<file path="src/rtl/gerenciador_projeteis.sv">
// Projectile pool for the VGA game: NUM_BOLAS slots that spawn on fire requests,
// advance on a divided movement tick and retire on target hit or screen exit.
module gerenciador_projeteis #(
  parameter int NUM_BOLAS   = 4,
  parameter int DIV_TICK    = 200000,
  parameter int VEL         = 5,
  parameter int RAIO        = 5,
  parameter int OFFSET_X    = 159,
  parameter int OFFSET_Y    = 35,
  parameter int Y_MIN       = 35,
  parameter int Y_MAX       = 514,
  parameter int POS_INATIVA = 1000
) (
  input  logic                    CLOCK_50,
  input  logic                    reset,
  input  logic                    pausa,
  input  logic                    reiniciarJogo,
  input  logic                    disparar,
  input  logic [9:0]              xi,
  input  logic [9:0]              yi,
  input  logic                    ehAliada,
  input  logic [9:0]              alvo_x,
  input  logic [9:0]              alvo_y,
  input  logic [9:0]              alvo_l,
  input  logic [9:0]              alvo_a,
  output logic [10*NUM_BOLAS-1:0] bola_x,
  output logic [10*NUM_BOLAS-1:0] bola_y,
  output logic [NUM_BOLAS-1:0]    ativa,
  output logic [NUM_BOLAS-1:0]    aliada,
  output logic                    disparo_aceito,
  output logic                    disparo_recusado,
  output logic [NUM_BOLAS-1:0]    acerto,
  output logic [NUM_BOLAS-1:0]    saiu,
  output logic [9:0]              raio
);

  localparam int CW = $clog2(DIV_TICK);
  localparam logic [CW-1:0] CNT_MAX   = CW'(DIV_TICK - 1);
  localparam logic [CW-1:0] CNT_ONE   = CW'(1);
  localparam logic [9:0]    POS10     = 10'(POS_INATIVA);
  localparam logic [9:0]    VEL10     = 10'(VEL);
  localparam logic [9:0]    OFFX10    = 10'(OFFSET_X);
  localparam logic [9:0]    OFFY10    = 10'(OFFSET_Y);
  localparam logic [10:0]   RAIO11    = 11'(RAIO);
  localparam logic [10:0]   VEL11     = 11'(VEL);
  localparam logic [10:0]   YMAX11    = 11'(Y_MAX);
  localparam logic [10:0]   MIN_ALLY  = 11'(Y_MIN + VEL);

  logic [CW-1:0]          cont_q, cont_d;
  logic                   tick;
  logic [9:0]             x_q [NUM_BOLAS];
  logic [9:0]             x_d [NUM_BOLAS];
  logic [9:0]             y_q [NUM_BOLAS];
  logic [9:0]             y_d [NUM_BOLAS];
  logic [NUM_BOLAS-1:0]   ativa_q, ativa_d, aliada_q, aliada_d;
  logic [NUM_BOLAS-1:0]   acerto_q, acerto_d, saiu_q, saiu_d;
  logic [NUM_BOLAS-1:0]   spawn_sel, overlap;
  logic                   aceito_q, aceito_d, recusado_q, recusado_d;
  logic                   fire_ok, livre_visto;
  logic [10:0]            lim_x, lim_y, bx, by;

  always_comb begin
    tick   = !pausa && (cont_q == CNT_MAX);
    cont_d = cont_q;
    if (!pausa) cont_d = tick ? '0 : cont_q + CNT_ONE;
  end

  // Box test widened to 11 bits so the radius margin never wraps near 1023.
  always_comb begin
    lim_x   = {1'b0, alvo_x} + {1'b0, alvo_l} + RAIO11;
    lim_y   = {1'b0, alvo_y} + {1'b0, alvo_a} + RAIO11;
    overlap = '0;
    bx      = '0;
    by      = '0;
    for (int i = 0; i < NUM_BOLAS; i++) begin
      bx = {1'b0, x_q[i]};
      by = {1'b0, y_q[i]};
      overlap[i] = (bx + RAIO11 >= {1'b0, alvo_x}) && (bx <= lim_x) &&
                   (by + RAIO11 >= {1'b0, alvo_y}) && (by <= lim_y);
    end
  end

  // Free-slot search uses start-of-cycle flags, so a slot retired now is reused next cycle.
  always_comb begin
    spawn_sel   = '0;
    livre_visto = 1'b0;
    for (int i = 0; i < NUM_BOLAS; i++) begin
      if (!ativa_q[i] && !livre_visto) begin
        spawn_sel[i] = 1'b1;
        livre_visto  = 1'b1;
      end
    end
  end

  always_comb begin
    fire_ok    = disparar && !pausa && !reset && !reiniciarJogo;
    x_d        = x_q;
    y_d        = y_q;
    ativa_d    = ativa_q;
    aliada_d   = aliada_q;
    acerto_d   = '0;
    saiu_d     = '0;
    aceito_d   = fire_ok && (|spawn_sel);
    recusado_d = fire_ok && !(|spawn_sel);
    for (int i = 0; i < NUM_BOLAS; i++) begin
      if (reiniciarJogo) begin
        ativa_d[i]  = 1'b0;
        aliada_d[i] = 1'b0;
        x_d[i]      = POS10;
        y_d[i]      = POS10;
      end else if (ativa_q[i] && overlap[i]) begin
        ativa_d[i]  = 1'b0;
        aliada_d[i] = 1'b0;
        x_d[i]      = POS10;
        y_d[i]      = POS10;
        acerto_d[i] = 1'b1;
      end else if (tick && ativa_q[i]) begin
        if (aliada_q[i] ? ({1'b0, y_q[i]} < MIN_ALLY)
                        : ({1'b0, y_q[i]} + VEL11 > YMAX11)) begin
          ativa_d[i]  = 1'b0;
          aliada_d[i] = 1'b0;
          x_d[i]      = POS10;
          y_d[i]      = POS10;
          saiu_d[i]   = 1'b1;
        end else if (aliada_q[i]) begin
          y_d[i] = y_q[i] - VEL10;
        end else begin
          y_d[i] = y_q[i] + VEL10;
        end
      end else if (fire_ok && spawn_sel[i]) begin
        ativa_d[i]  = 1'b1;
        aliada_d[i] = ehAliada;
        x_d[i]      = xi + OFFX10;
        y_d[i]      = yi + OFFY10;
      end
    end
  end

  always_ff @(posedge CLOCK_50) begin
    if (reset) begin
      cont_q     <= '0;
      ativa_q    <= '0;
      aliada_q   <= '0;
      acerto_q   <= '0;
      saiu_q     <= '0;
      aceito_q   <= 1'b0;
      recusado_q <= 1'b0;
      for (int i = 0; i < NUM_BOLAS; i++) begin
        x_q[i] <= POS10;
        y_q[i] <= POS10;
      end
    end else begin
      cont_q     <= cont_d;
      ativa_q    <= ativa_d;
      aliada_q   <= aliada_d;
      acerto_q   <= acerto_d;
      saiu_q     <= saiu_d;
      aceito_q   <= aceito_d;
      recusado_q <= recusado_d;
      for (int i = 0; i < NUM_BOLAS; i++) begin
        x_q[i] <= x_d[i];
        y_q[i] <= y_d[i];
      end
    end
  end

  for (genvar g = 0; g < NUM_BOLAS; g++) begin : g_pack
    assign bola_x[10*g +: 10] = x_q[g];
    assign bola_y[10*g +: 10] = y_q[g];
  end

  assign ativa            = ativa_q;
  assign aliada           = aliada_q;
  assign acerto           = acerto_q;
  assign saiu             = saiu_q;
  assign disparo_aceito   = aceito_q;
  assign disparo_recusado = recusado_q;
  assign raio             = 10'(RAIO);

endmodule

</file>
<file path="config.mk">
export PLATFORM = sky130hd
export DESIGN_NAME = gerenciador_projeteis
export DESIGN_NICKNAME = d
export VERILOG_FILES = /design/src/rtl/gerenciador_projeteis.sv
export SDC_FILE = /design/constraint.sdc
export NUM_CORES = 1
export LEC_CHECK = 0
export CAP_MARGIN = 20
export CORE_UTILIZATION = 59
export CTS_CLUSTER_DIAMETER = 80
export DETAILED_ROUTE_END_ITERATION = 8
export PLACE_DENSITY_LB_ADDON = 0.12
export SLEW_MARGIN = 5
export SYNTH_ARGS = -nofsm -noshare
export SYNTH_HDL_FRONTEND = slang
export SYNTH_SLANG_ARGS = --single-unit
</file>
<file path="constraint.sdc">
create_clock -name CLOCK_50 -period 11.55 [get_ports CLOCK_50]
set_input_delay 2.31 -clock CLOCK_50 [delete_from_list [all_inputs] [get_ports CLOCK_50]]
set_output_delay 2.31 -clock CLOCK_50 [all_outputs]
set_load 0.02 [all_outputs]
</file>
==> summary by stage <==
Run status
The run finished with clean final reports.

Timing
The hold violation total from the final report was 0. Setup violations remaining at the end of the flow were counted as 0. Measured against its own limit, the worst slew margin works out to 25.3%. The max-slew violation count is 0. In the final timing run, aggregate negative setup slack is 0 ns. The post-route clock skew is between 0.008 and 0.009 ns. The maximum achievable frequency is 142 MHz. The slew at the pin closest to its max-slew limit is ~1.1 ns. The final critical-path share of the clock period is between 60% and 70%.

Setup repair after global routing left no endpoint under its margin. For the finished layout, the period the worst path requires is 7.05 ns.

Setup path
The terminus of the critical flop-to-flop path is aliada[0]. The largest delay contributor family on the critical path is compound AO/OA/AOI/OAI gates. The critical path starts at alvo_y[2]. In this run the number of cells on the critical path is 20. Traced cell by cell, the critical path runs through clkdlybuf4s50_1, inv_1, ha_1, inv_1, ha_1, a211oi_1, o21bai_1, a21oi_1, o21bai_1, a21oi_1, xor2_1, ha_1, nand3_1, or2_2, a21oi_1, a211o_1, a21o_1, a311oi_1, o32a_1, nor3_1. The worst-case register-to-register setup slack is slightly below 8 ns.

Following the worst setup path forward leads to its endpoint at aliada[0]. The classification of the worst setup path is input pin to flop. STA puts the critical path data arrival time at about 7.3 ns. The highest net fanout along the worst path is 13. The count of buffer and inverter cells on the critical path is 3. The critical path endpoint category is a flop. The beginning of the worst register-to-register path is bola_y[0]. At the worst endpoint, the required time is 11.82 ns. The maximum cell stage delay along the critical path is roughly 0.65 ns. The slowest cell on the critical path is sky130_fd_sc_hd__o32a_1.

The number of cells on the worst reg-to-reg path is 12. STA classifies the critical path startpoint as an input pin.

Routing
The first detailed-routing pass took 7 iterations. The number of DRC markers in iteration 0 is 978. The detail route stage leaves a number of antenna-violating nets equal to 0.

The number of design rule violations left after detail routing is 0. The wire length per cell after detailed routing is 19.3 um. The via-per-instance ratio is about 6.3. The total vias in the final route is 13.1k. Wires add up to 39900 um.

Die
The die is 151 um wide. The initial standard-cell utilization of the core is 60.1%. The core region is 21800 um^2. After floorplanning, the core was divided into 54 placement rows. The floorplan step defined a die boundary enclosing 22800 um^2. The number of I/O pins is 174. The die boundary height is roughly 150 um.

Placement
During placement, the flow inserted port buffers numbering 163. The placed instances occupy a cell area of 14800 um^2. The HPWL after detailed placement is 30900 um.

The weighted congestion at the end of routability-driven global placement is 0.956.

Synthesis
The register area share after synthesis is 17.7%. The most frequently used flop master after synthesis is sky130_fd_sc_hd__dfxtp_1. By area the synthesized netlist is led by sky130_fd_sc_hd__ha_1 22%, sky130_fd_sc_hd__dfxtp_1 18%, sky130_fd_sc_hd__xnor2_1 6.5%. The synthesized design spends more area on one cell type than any other, namely sky130_fd_sc_hd__ha_1. The post-synthesis sequential element count is between 100 and 150.

In the synthesized netlist the async set-or-reset flop fraction comes to 0%. Synthesis handed over a netlist of 1651 instances. The synthesized netlist occupies a cell area of 13100 um^2. The count of yosys warnings during synthesis is 0.

The mean post-synth cell area is 7.92 um^2. Yosys mapped the design onto 86 distinct sky130hd cell types. In this run the biggest area consumer among cell types represents 21.7% of the synthesized area. Yosys mapped a number of flops with a built-in enable equal to 0.

CTS
Post-CTS timing repair inserted 0 buffers for setup. The number of gates given a new drive strength after cts is 0. The later pin in the worst-skew pair is clocked with a latency of roughly 0.42 ns. CTS placed an instance of sky130_fd_sc_hd__clkbuf_16 at the clock tree root. The count of hold-fix buffers inserted at cts is 0. In this run the number of H-tree levels came out at 4. TritonCTS created 17 clock buffers.

TritonCTS built the clock tree. The number of sinks handled by clock tree synthesis is ~120. The clock passes through at most 2 buffers. After clock tree synthesis, the clock-pin slew on the worst setup and hold paths is 0.06 ns.

Power
For this design the static power due to leakage is 0.00650 uW. The worst-case IR drop observed on VDD is 0.0656 mV. Dividing total power by cell area gives a power density of 90.5 nW/um^2.

Global route
The via count of the first global-routing pass was 12.3k. The largest net degree at the start of global routing is 35. The overall routing resource usage is between 30% and 40%. The number of antenna violations at the first check in global routing was 0. The first global-routing pass estimated 63000 um of wire. For this run the aggregate overflow at the end of global routing stands at 0.

Min path
Counting instances, the worst hold path has a depth of 2. The min-delay analysis places its worst path in the category flop to flop.

Finish
The share of the core filled with cells in the final layout is 71.1%. After routing the design area is around 15000 um^2. The proportion of layout cells with a drive suffix above 1 is 4.26%. The net count reported at finish is 2072.

The layout-stage area growth over the synthesis result is 18.2%. The number of antenna diodes in the final layout is 0.

Run
Across the run, the number of max-cap violations was 0.
[cells by family (layout without fill, tap and decap cells)]
group / count (synthesis) / count (layout) / synth area share, %
DFF: 116 / 116 / 17.7
adders and majority gates: 237 / 237 / 22.9
xor gates and xnor gates: 149 / 149 / 10.3
other: 2 / 10 / 0.0574
muxes: 7 / 7 / 0.641
and+or+nand+nor: 541 / 541 / 20.5
buffers and inverters: 160 / 287 / 5.05
AOI/OAI and AO/OA: 439 / 439 / 22.8
[stage by stage]
step                instances  setup slack, ns  hold slack [ns]  power (uW)
global route             2066             4.23            0.536        1460
global placement         2032             4.17            0.491         819
finish                   2066             4.50            0.511        1400
CTS                      2064             4.49            0.515        1390
detailed placement       2032             4.07            0.501         833
floorplan                1659             5.53            0.471         707
[layout make-up]
cell class	count	area, um^2
Tap cell	280	350
Clock buffer	18	439
Clock inverter	14	188
Timing Repair Buffer	172	1700
Fill cell	1788	6290
Multi-Input combinational cell	1383	10200
Sequential cell	116	2320
Inverter	83	312
[how the worst min path moves through the flow]
| stage | startpoint | end | slack (ns) |
|---|---|---|---|
| floorplan | cont_q[17] | cont_q[17] | 0.47 |
| global placement | cont_q[17] | cont_q[17] | 0.49 |
| detailed placement | cont_q[3] | cont_q[3] | 0.50 |
| CTS | cont_q[11] | cont_q[11] | 0.52 |
| global route | cont_q[3] | cont_q[3] | 0.54 |
| finish | cont_q[3] | cont_q[3] | 0.51 |
[registers in the layout (all words and copies together), names as in the netlist]
| signal | cells |
|---|---|
| disparo_aceito | 1 |
| bola_y | 40 |
| acerto | 4 |
| aliada | 4 |
| bola_x | 40 |
| disparo_recusado | 1 |
| saiu | 4 |
| ativa | 4 |
| cont_q | 18 |
[cells in the mapped netlist, types with 17 or more instances]
cell                       instances
sky130_fd_sc_hd__xor2_1           48
sky130_fd_sc_hd__a211oi_1         17
sky130_fd_sc_hd__nor2_1          132
sky130_fd_sc_hd__nor2b_1          17
sky130_fd_sc_hd__o22ai_1          19
sky130_fd_sc_hd__a21o_1           34
sky130_fd_sc_hd__dfxtp_1         116
sky130_fd_sc_hd__inv_1            83
sky130_fd_sc_hd__nor3_1           41
sky130_fd_sc_hd__o31ai_1          19
sky130_fd_sc_hd__nand2_1         125
sky130_fd_sc_hd__o211ai_1         17
sky130_fd_sc_hd__clkbuf_1         53
sky130_fd_sc_hd__o21ai_0         101
sky130_fd_sc_hd__nand4_1          19
sky130_fd_sc_hd__and3_1           31
sky130_fd_sc_hd__xnor2_1          97
sky130_fd_sc_hd__nand3_1          78
sky130_fd_sc_hd__a21oi_1          93
sky130_fd_sc_hd__ha_1            227
[routing by layer]
layer	global-route usage, %	wire [um]	vias to the layer above
met2	58.0	18300	588
met4	20.3	2050	0
met5	0	0	-
met1	43.9	16600	6075
li1	-	-	6304
met3	5.12	3030	140
[report_power, final]
part	leakage, uW	internal (uW)	total (uW)	switching [uW]
registers	0.000937	402	408	5.93
clock network	0.000305	352	565	212
logic	0.00526	177	426	249
total	0.00650	932	1400	467
[layout by cell type (no fill, tap or decap), drive strengths merged, types with 31 or more instances in the layout]
master,instances
xor2,49
inv,91
ha,227
nand2,125
xnor2,98
o21ai,104
nor3,41
nor2,132
a21o,34
nand3,78
dfxtp,116
and3,31
clkdlybuf4s50,163
a21oi,93
[tightest hold or removal path: cells and delay by family, from the launching register on]
kind          cells  cell delay (ns)
xor+xnor          1             0.07
simple gates      1             0.07
flops             1             0.34
(Power assumes the default switching activity.)
